[src/rtl/rom_arbiter.sv]
// rom_arbiter: round-robin arbiter sharing one combinational ROM between an
// instruction-fetch port and a load port. One grant per cycle, single-cycle
// registered responses, per-port backpressure.
module rom_arbiter #(
  parameter int unsigned ROM_WORDS = 1024,
  parameter bit          BYTE_SWAP = 1'b1
) (
  input  logic        clk,
  input  logic        rst_n,
  input  logic        if_req_valid,
  input  logic [31:0] if_req_addr,
  output logic        if_req_ready,
  output logic        if_resp_valid,
  output logic [31:0] if_resp_data,
  output logic        if_resp_err,
  input  logic        if_resp_ready,
  input  logic        ld_req_valid,
  input  logic [31:0] ld_req_addr,
  input  logic [1:0]  ld_req_size,
  input  logic        ld_req_unsigned,
  output logic        ld_req_ready,
  output logic        ld_resp_valid,
  output logic [31:0] ld_resp_data,
  output logic        ld_resp_err,
  input  logic        ld_resp_ready,
  output logic [31:0] rom_addr,
  input  logic [31:0] rom_data
);

  typedef enum logic {
    PORT_IF = 1'b0,
    PORT_LD = 1'b1
  } port_e;

  localparam logic [32:0] ROM_BYTES = 33'(ROM_WORDS) * 33'd4;

  port_e       last_grant;
  logic        if_elig;
  logic        ld_elig;
  logic        grant_if;
  logic        grant_ld;
  logic [31:0] w;
  logic        if_err;
  logic        ld_err;
  logic [7:0]  ld_byte;
  logic [15:0] ld_half;
  logic [31:0] ld_word;

  // Eligibility and round-robin grant; a port with a stalled response is skipped
  always_comb begin
    if_elig  = if_req_valid && (!if_resp_valid || if_resp_ready);
    ld_elig  = ld_req_valid && (!ld_resp_valid || ld_resp_ready);
    grant_if = rst_n && if_elig && (!ld_elig || last_grant == PORT_LD);
    grant_ld = rst_n && ld_elig && (!if_elig || last_grant == PORT_IF);
    if_req_ready = grant_if;
    ld_req_ready = grant_ld;
  end

  // ROM address follows the granted requester, word aligned; zero when idle
  always_comb begin
    rom_addr = '0;
    if (grant_if)
      rom_addr = {if_req_addr[31:2], 2'b00};
    else if (grant_ld)
      rom_addr = {ld_req_addr[31:2], 2'b00};
  end

  // Optional byte reversal of the raw ROM word
  always_comb begin
    w = rom_data;
    if (BYTE_SWAP)
      w = {rom_data[7:0], rom_data[15:8], rom_data[23:16], rom_data[31:24]};
  end

  // Access-fault decode for both ports
  always_comb begin
    if_err = (if_req_addr[1:0] != 2'b00) || ({1'b0, if_req_addr} >= ROM_BYTES);
    ld_err = {1'b0, ld_req_addr} >= ROM_BYTES;
    case (ld_req_size)
      2'b01:   ld_err = ld_err || ld_req_addr[0];
      2'b10:   ld_err = ld_err || (ld_req_addr[1:0] != 2'b00);
      2'b11:   ld_err = 1'b1;
      default: ;
    endcase
  end

  // Load lane select and sign/zero extension
  always_comb begin
    ld_byte = w[{ld_req_addr[1:0], 3'b000} +: 8];
    ld_half = w[{ld_req_addr[1], 4'b0000} +: 16];
    case (ld_req_size)
      2'b00:   ld_word = {{24{~ld_req_unsigned & ld_byte[7]}}, ld_byte};
      2'b01:   ld_word = {{16{~ld_req_unsigned & ld_half[15]}}, ld_half};
      default: ld_word = w;
    endcase
  end

  // Round-robin pointer and registered responses for both ports
  always_ff @(posedge clk) begin
    if (!rst_n) begin
      last_grant    <= PORT_LD;
      if_resp_valid <= 1'b0;
      if_resp_data  <= '0;
      if_resp_err   <= 1'b0;
      ld_resp_valid <= 1'b0;
      ld_resp_data  <= '0;
      ld_resp_err   <= 1'b0;
    end else begin
      if (grant_if)
        last_grant <= PORT_IF;
      else if (grant_ld)
        last_grant <= PORT_LD;

      if (grant_if) begin
        if_resp_valid <= 1'b1;
        if_resp_err   <= if_err;
        if_resp_data  <= if_err ? '0 : w;
      end else if (if_resp_ready) begin
        if_resp_valid <= 1'b0;
      end

      if (grant_ld) begin
        ld_resp_valid <= 1'b1;
        ld_resp_err   <= ld_err;
        ld_resp_data  <= ld_err ? '0 : ld_word;
      end else if (ld_resp_ready) begin
        ld_resp_valid <= 1'b0;
      end
    end
  end

endmodule
[config.mk]
export PLATFORM = sky130hd
export DESIGN_NAME = rom_arbiter
export DESIGN_NICKNAME = d
export VERILOG_FILES = /design/src/rtl/rom_arbiter.sv
export SDC_FILE = /design/constraint.sdc
export NUM_CORES = 1
export LEC_CHECK = 0
export CORE_UTILIZATION = 40
export DETAILED_ROUTE_END_ITERATION = 16
export PLACE_DENSITY = 0.85
export SLEW_MARGIN = 30
export SYNTH_ARGS = -nofsm -noshare
export SYNTH_HDL_FRONTEND = slang
export SYNTH_SLANG_ARGS = --single-unit
[constraint.sdc]
create_clock -name clk -period 3.04 [get_ports clk]
set_input_delay 0.608 -clock clk [delete_from_list [all_inputs] [get_ports clk]]
set_output_delay 0.608 -clock clk [all_outputs]
set_load 0.005 [all_outputs]
==> flow_summary.toml, run 1 <==
[cts]
cts_tree = "built"
cts_root_buf = "clkbuf_8"
cts.sinks = 69
clk_latency_ps = 360
cts_buffer_depth = 2
hold_buffers = 0
cts_buffers = 9
htree_levels = 3
clk_pin_slew_ps = 70

[sta]
min_period_over_period_pct = 99.2
hold_violations = 0
skew_ps = 3.42
setup_viol_count_final = 0
relSlewSlack_pct = 56.4
timing.fmax_mhz = 331
fin_crit_ps = 3020
fin_ws_ps = 23.2
worstMarginPinSlew_ps = 652
holdWs_ps = 453
slew_viol_final = 0
tns_ps = 0

[die]
fp-row-count = 33
die_h_um = 95.0
core_um2 = 8300
initial_core_util_pct = 41.7
die_w_um = 95.0
design.die.area_um2 = 9020
ios = 207

[synthesis]
synthArstFlopShare_pct = 0
netlist_area_um2 = 3460
ys_seq_area_share_pct = 40.0
synth-main-ff-cell = "dfxtp_1"
synth-edff-count = 0
yosysWarnings = 0
synth_cells = 423
synth_area_per_cell_um2 = 8.17
synth.distinct_cells = 41
ys_ff_latch = 69

[routing]
ant_nets = 0
vias_per_cell = 5.71
route.vias.total = 4234
drc = 0
drt_first_iter_violations = 338
wire_per_inst_um = 18.8
wirelength_mm = 13.9
firstDrtPassIters = 6

[setup_path]
crit_path_start = "ld_resp_ready"
crit_arrival_ps = 2410
worstPathCellList = "clkdlybuf4s50_1 -> nand2b_4 -> and3b_1 -> or2_4 -> clkinv_8 -> buf_4 -> clkdlybuf4s50_1"
crit_path_start_kind = "primary input"
cp.required_ps = 2430
r2r_slack_ps = 1090
crit_fanout = 12
endpoint = "if_req_ready"
r2r_start = "ld_resp_valid"
critPathSlowestCell = "clkdlybuf4s50_1"
r2r.worst_path.cells = 9
endpoint_kind = "primary output"
crit_path_frequent_cell = "clkdlybuf4s50_1"
r2r_end = "if_resp_data[31]"
cpPeakStageDelay_ps = 500
path_class = "primary input to primary output"

[min_path]
holdPathStages = 2
worstHoldPathType = "flop to flop"

[cells_and_area]
final_util_pct = 71.4
stdcell_area_um2 = 5930
antenna_cells = 0
drive_gt1_share_pct = 10.8
layout.nets = 740
fillers = 639
syn_to_final_growth_pct = 71.4

[global_routing]
grt_pass1_wl_mm = 20.9
grt_usage_pct = 30.9
first_global_vias = 4239
grt_max_degree = 37
antenna_found_initial = 0
grt.overflow.total = 0

[power_and_ir_drop]
internal_power_mw = 1.61
power_per_cell_area_nw_per_um2 = 374
power_frac_comb_pct = 23.8
p_sw_uw = 606
sw_frac_of_total_pct = 27.3
seq_power_share_pct = 42.1
p_leak_nw = 2.42
p_clk_share_pct = 34.1
peakVddDrop_uv = 185

[placed_design]
port_buffers = 204
place.gp.congestion = 1.05
placed_area_um2 = 5570
place_ws_ps = -155
dp_hpwl_mm = 10.6

[job]
cap_violations = 0

[run_status]
run_status = "complete, no violations"
==> cells in the mapped netlist, types with 2 or more instances <==
master	instances	area, um2
a221oi_1	9	78.8
dfxtp_1	69	1380
nor2_1	26	97.6
nand2_1	76	285
nand3_1	36	180
mux2i_1	9	90.1
buf_6	7	78.8
inv_2	2	7.51
and2_1	2	12.5
inv_1	2	7.51
o311ai_2	2	32.5
clkbuf_1	17	63.8
ha_1	4	50.1
a21oi_1	35	175
buf_2	7	35.0
a22o_1	29	254
nand2b_1	2	12.5
nor4_1	9	56.3
buf_4	3	22.5
o21ai_0	35	175
or4_4	2	22.5
mux2_2	8	90.1
a211oi_1	7	52.6
o22ai_1	8	50.1
==> cell families (layout without fill, tap and decap cells) <==
family                     after synthesis  in the layout  share of synthesized area [%]
and+or+nand+nor                        162            162                           21.6
AOI/OAI and AO/OA                      130            130                           24.9
DFF                                     69             69                           40.0
buffers and inverters                   40            252                           6.73
muxes                                   17             17                           5.21
adders and majority gates                4              4                           1.45
other                                    1              2                          0.108
==> final cells by class <==
class                   instances  area, um2  area share (%)
repair buffers                230       2290            38.6
inverters                       5       35.0           0.591
multi-input cells             315       1870            31.6
well taps                     105        131            2.22
repair inverters                1       16.3           0.274
flip-flops and latches         69       1380            23.3
clock buffers                  10        138            2.32
clock inverters                 6       62.6            1.06
==> metal layers <==
layer  routed length [um]  track usage [%]  up-vias
li1                     -                -     1937
met1                 4920             31.6     1974
met2                 7140             56.5      254
met3                 1090             6.60       69
met4                  796             19.8        0
met5                    0                0        -
==> metrics by stage <==
step	power [mW]	std cells
2_1_floorplan	1.15	424
3_3_place_gp	1.45	715
3_5_place_dp	1.46	715
4_1_cts	2.21	734
5_1_grt	2.29	741
6_report	2.22	741
==> flip-flops by register name (all words and copies together) (netlist names) <==
name and flops:
ld_resp_data 32, ld_resp_err 1, if_resp_valid 1, if_resp_data 32, ld_resp_valid 1, last_grant 1
if_resp_err 1
==> how the worst min path moves through the flow <==
stage | startpoint | end | slack, ps
2_1_floorplan | if_resp_data[0] | if_resp_data[0] | 450
3_3_place_gp | ld_resp_data[21] | ld_resp_data[21] | 430
3_5_place_dp | ld_resp_data[25] | ld_resp_data[25] | 440
4_1_cts | if_resp_data[21] | if_resp_data[21] | 450
5_1_grt | if_resp_data[21] | if_resp_data[21] | 470
6_report | if_resp_data[21] | if_resp_data[21] | 450
==> layout by cell type, fill, tap and decap left out, drive strengths merged <==
cell type      netlist  routed
clkdlybuf4s50        0     174
nand2               77      77
dfxtp               69      69
nand3               37      37
o21ai               35      35
a21oi               35      35
a22o                30      30
nor2                26      26
buf                 17      25
dlymetal6s2s         0      15
dlygate4sd2          0      15
clkbuf              17      11
nor4                10      10
mux2i                9       9
a221oi               9       9
o22ai                8       8
mux2                 8       8
a211oi               7       7
inv                  5       5
ha                   4       4
clkinvlp             0       3
clkinv               0       3
or4                  2       2
o311ai               2       2
conb                 1       2
nand2b               2       2
or2                  2       2
and2                 2       2
and3b                1       1
nand4                1       1
a21o                 1       1
o2111a               1       1
nand4b               1       1
o31ai                1       1
nor2b                1       1
o21a                 1       1
bufinv               0       1
==> worst max-delay path, delay by kind of cell <==
kind	cells	cell delay [ps]
and+or+nand+nor	3	660
buffers and inverters	4	1130
==> power by group through the flow <==
| stage | combinational [mW] | clock (mW) | sequential, mW |
|---|---|---|---|
| after floorplan | 0.190 | 0 | 0.955 |
| after global placement | 0.501 | 0 | 0.954 |
| after detailed placement | 0.510 | 0 | 0.955 |
| after CTS | 0.513 | 0.763 | 0.934 |
| after global routing | 0.558 | 0.798 | 0.936 |
| final | 0.528 | 0.756 | 0.935 |
==> what timing repair did <==
action | CTS | global route
pin swaps | 1 | 1
hold endpoints to repair | 0 | 0
cloned | 1 | 1
endpoints found under the setup margin | 31 | 15
gates resized for setup | 23 | 18
buffers inserted | 2 | 6
No activity file was read; power rests on OpenSTA's default activity.
==> run 2: changes to the inputs <==
--- a/config.mk
+++ b/config.mk
@@ -7,7 +7,7 @@
 export LEC_CHECK = 0
 export CORE_UTILIZATION = 40
 export DETAILED_ROUTE_END_ITERATION = 16
-export PLACE_DENSITY = 0.85
+export PLACE_DENSITY_LB_ADDON = 0.2
 export SLEW_MARGIN = 30
 export SYNTH_ARGS = -nofsm -noshare
 export SYNTH_HDL_FRONTEND = slang
==> flow_summary.toml, run 2 (synthesis gave the netlist of run 1 again) <==
[run_status]
run_status = "complete, but fails checks"
violations = "negative setup slack"

[job]
cap_violations = 0

[global_routing]
first_global_vias = 4045
grt_pass1_wl_mm = 20.6
grt_usage_pct = 30.4
antenna_found_initial = 0
grt_max_degree = 37
grt.overflow.total = 0

[placed_design]
place_ws_ps = -160
dp_hpwl_mm = 10.3
place.gp.congestion = 0.929
port_buffers = 204
placed_area_um2 = 5590

[cells_and_area]
top_regs = "if_resp_data x32, ld_resp_data x32"
final_common_cell = "clkdlybuf4s50_1"
stdcell_area_um2 = 6070
antenna_cells = 0
mostFrequentLayoutCells = "175 x clkdlybuf4s50_1, 75 x nand2_1, 69 x dfxtp_1"
drive_gt1_share_pct = 11.1
layout.nets = 742
syn_to_final_growth_pct = 75.7

[cts]
cts_buffers = 9
cts_tree = "built"
htree_levels = 3
cts_root_buf = "clkbuf_8"
cts_buffer_depth = 2
clk_pin_slew_ps = 70
hold_buffers = 0
clk_latency_ps = 340
cts.sinks = 69

[sta]
fin_crit_ps = 3080
grt_setup_unrepaired = "true"
relSlewSlack_pct = 56.5
skew_ps = 3.82
fin_ws_ps = -42.7
worstMarginPinSlew_ps = 650
slew_viol_final = 0
setup_viol_count_final = 1
holdWs_ps = 454
min_period_over_period_pct = 101
timing.fmax_mhz = 324
hold_violations = 0

[setup_path]
r2r_end = "if_resp_data[5]"
endpoint_kind = "primary output"
crit_fanout = 16
r2r_start = "ld_resp_valid"
cp.required_ps = 2430
r2r.worst_path.cells = 8
crit_arrival_ps = 2470
path_class = "primary input to primary output"
crit_path_start_kind = "primary input"
crit_path_start = "ld_resp_ready"
endpoint = "rom_addr[21]"
r2r_slack_ps = 1240

[die]
die_h_um = 95.0
design.die.area_um2 = 9020
ios = 207
initial_core_util_pct = 41.7
fp-row-count = 33
core_um2 = 8300
die_w_um = 95.0

[routing]
wire_per_inst_um = 19.2
drt_first_iter_violations = 230
route.vias.total = 4202
wirelength_mm = 14.3
vias_per_cell = 5.66
ant_nets = 0
firstDrtPassIters = 4
drc = 0

[power_and_ir_drop]
peakVddDrop_uv = 203
p_leak_nw = 2.62
power_per_cell_area_nw_per_um2 = 395

[min_path]
holdPathStages = 2
worstHoldPathType = "flop to flop"
-- run 2: stage by stage --
stage / power (mW) / setup TNS [ps] / utilization [%] / cells
5_1_grt: 2.48 / -130 / 73.2 / 743
2_1_floorplan: 1.15 / 0 / - / 424
6_report: 2.40 / -42.7 / 73.2 / 743
3_5_place_dp: 1.47 / -3770 / 67.4 / 716
3_3_place_gp: 1.45 / -2550 / 67.4 / 716
4_1_cts: 2.38 / 0 / 70.8 / 734
-- run 2: power by group --
group	internal, mW	leakage (nW)	switching, mW	total [mW]
combinational	0.304	1.94	0.244	0.548
clock	0.567	0.121	0.346	0.913
sequential	0.923	0.558	0.0124	0.935
total	1.79	2.62	0.602	2.40
-- run 2: worst min path at each step --
stage / start / endpoint / slack [ps]
floorplan: if_resp_data[0] / if_resp_data[0] / 450
global placement: ld_resp_data[16] / ld_resp_data[16] / 430
detailed placement: ld_resp_data[27] / ld_resp_data[27] / 450
CTS: if_resp_data[26] / if_resp_data[26] / 460
global route: if_resp_data[19] / if_resp_data[19] / 470
finish: if_resp_data[19] / if_resp_data[19] / 450
-- run 2: layer usage --
layer  track usage [%]  part of all wire (%)  vias up
met5                 0                     0        -
li1                  -                     -     1948
met1              34.0                    38     1994
met3              8.94                   7.5       38
met2              54.3                    50      222
met4              10.7                   3.6        0
-- run 2: layout make-up --
class	count	area, um2
Timing Repair Buffer	230	2370
Fill cell	645	2230
Multi-Input combinational cell	315	1890
Sequential cell	69	1380
Clock buffer	12	145
Tap cell	105	131
Clock inverter	4	95.1
Inverter	5	35.0
Timing Repair inverter	3	31.3
-- run 2: critical path, cell delays in order --
cell             delay, ps
clkdlybuf4s50_1        470
nand2b_4               130
and2_4                 150
nand2_2                 70
nor2_4                 150
buf_6                  130
buf_12                 130
a22o_1                 140
clkdlybuf4s50_1        490
-- run 2: what timing repair did --
item                       4_1_cts  5_1_grt
gates resized for setup         10       36
gates cloned                     2        2
setup endpoints to repair       31       29
pin swaps                        1        0
buffers inserted                 0        7
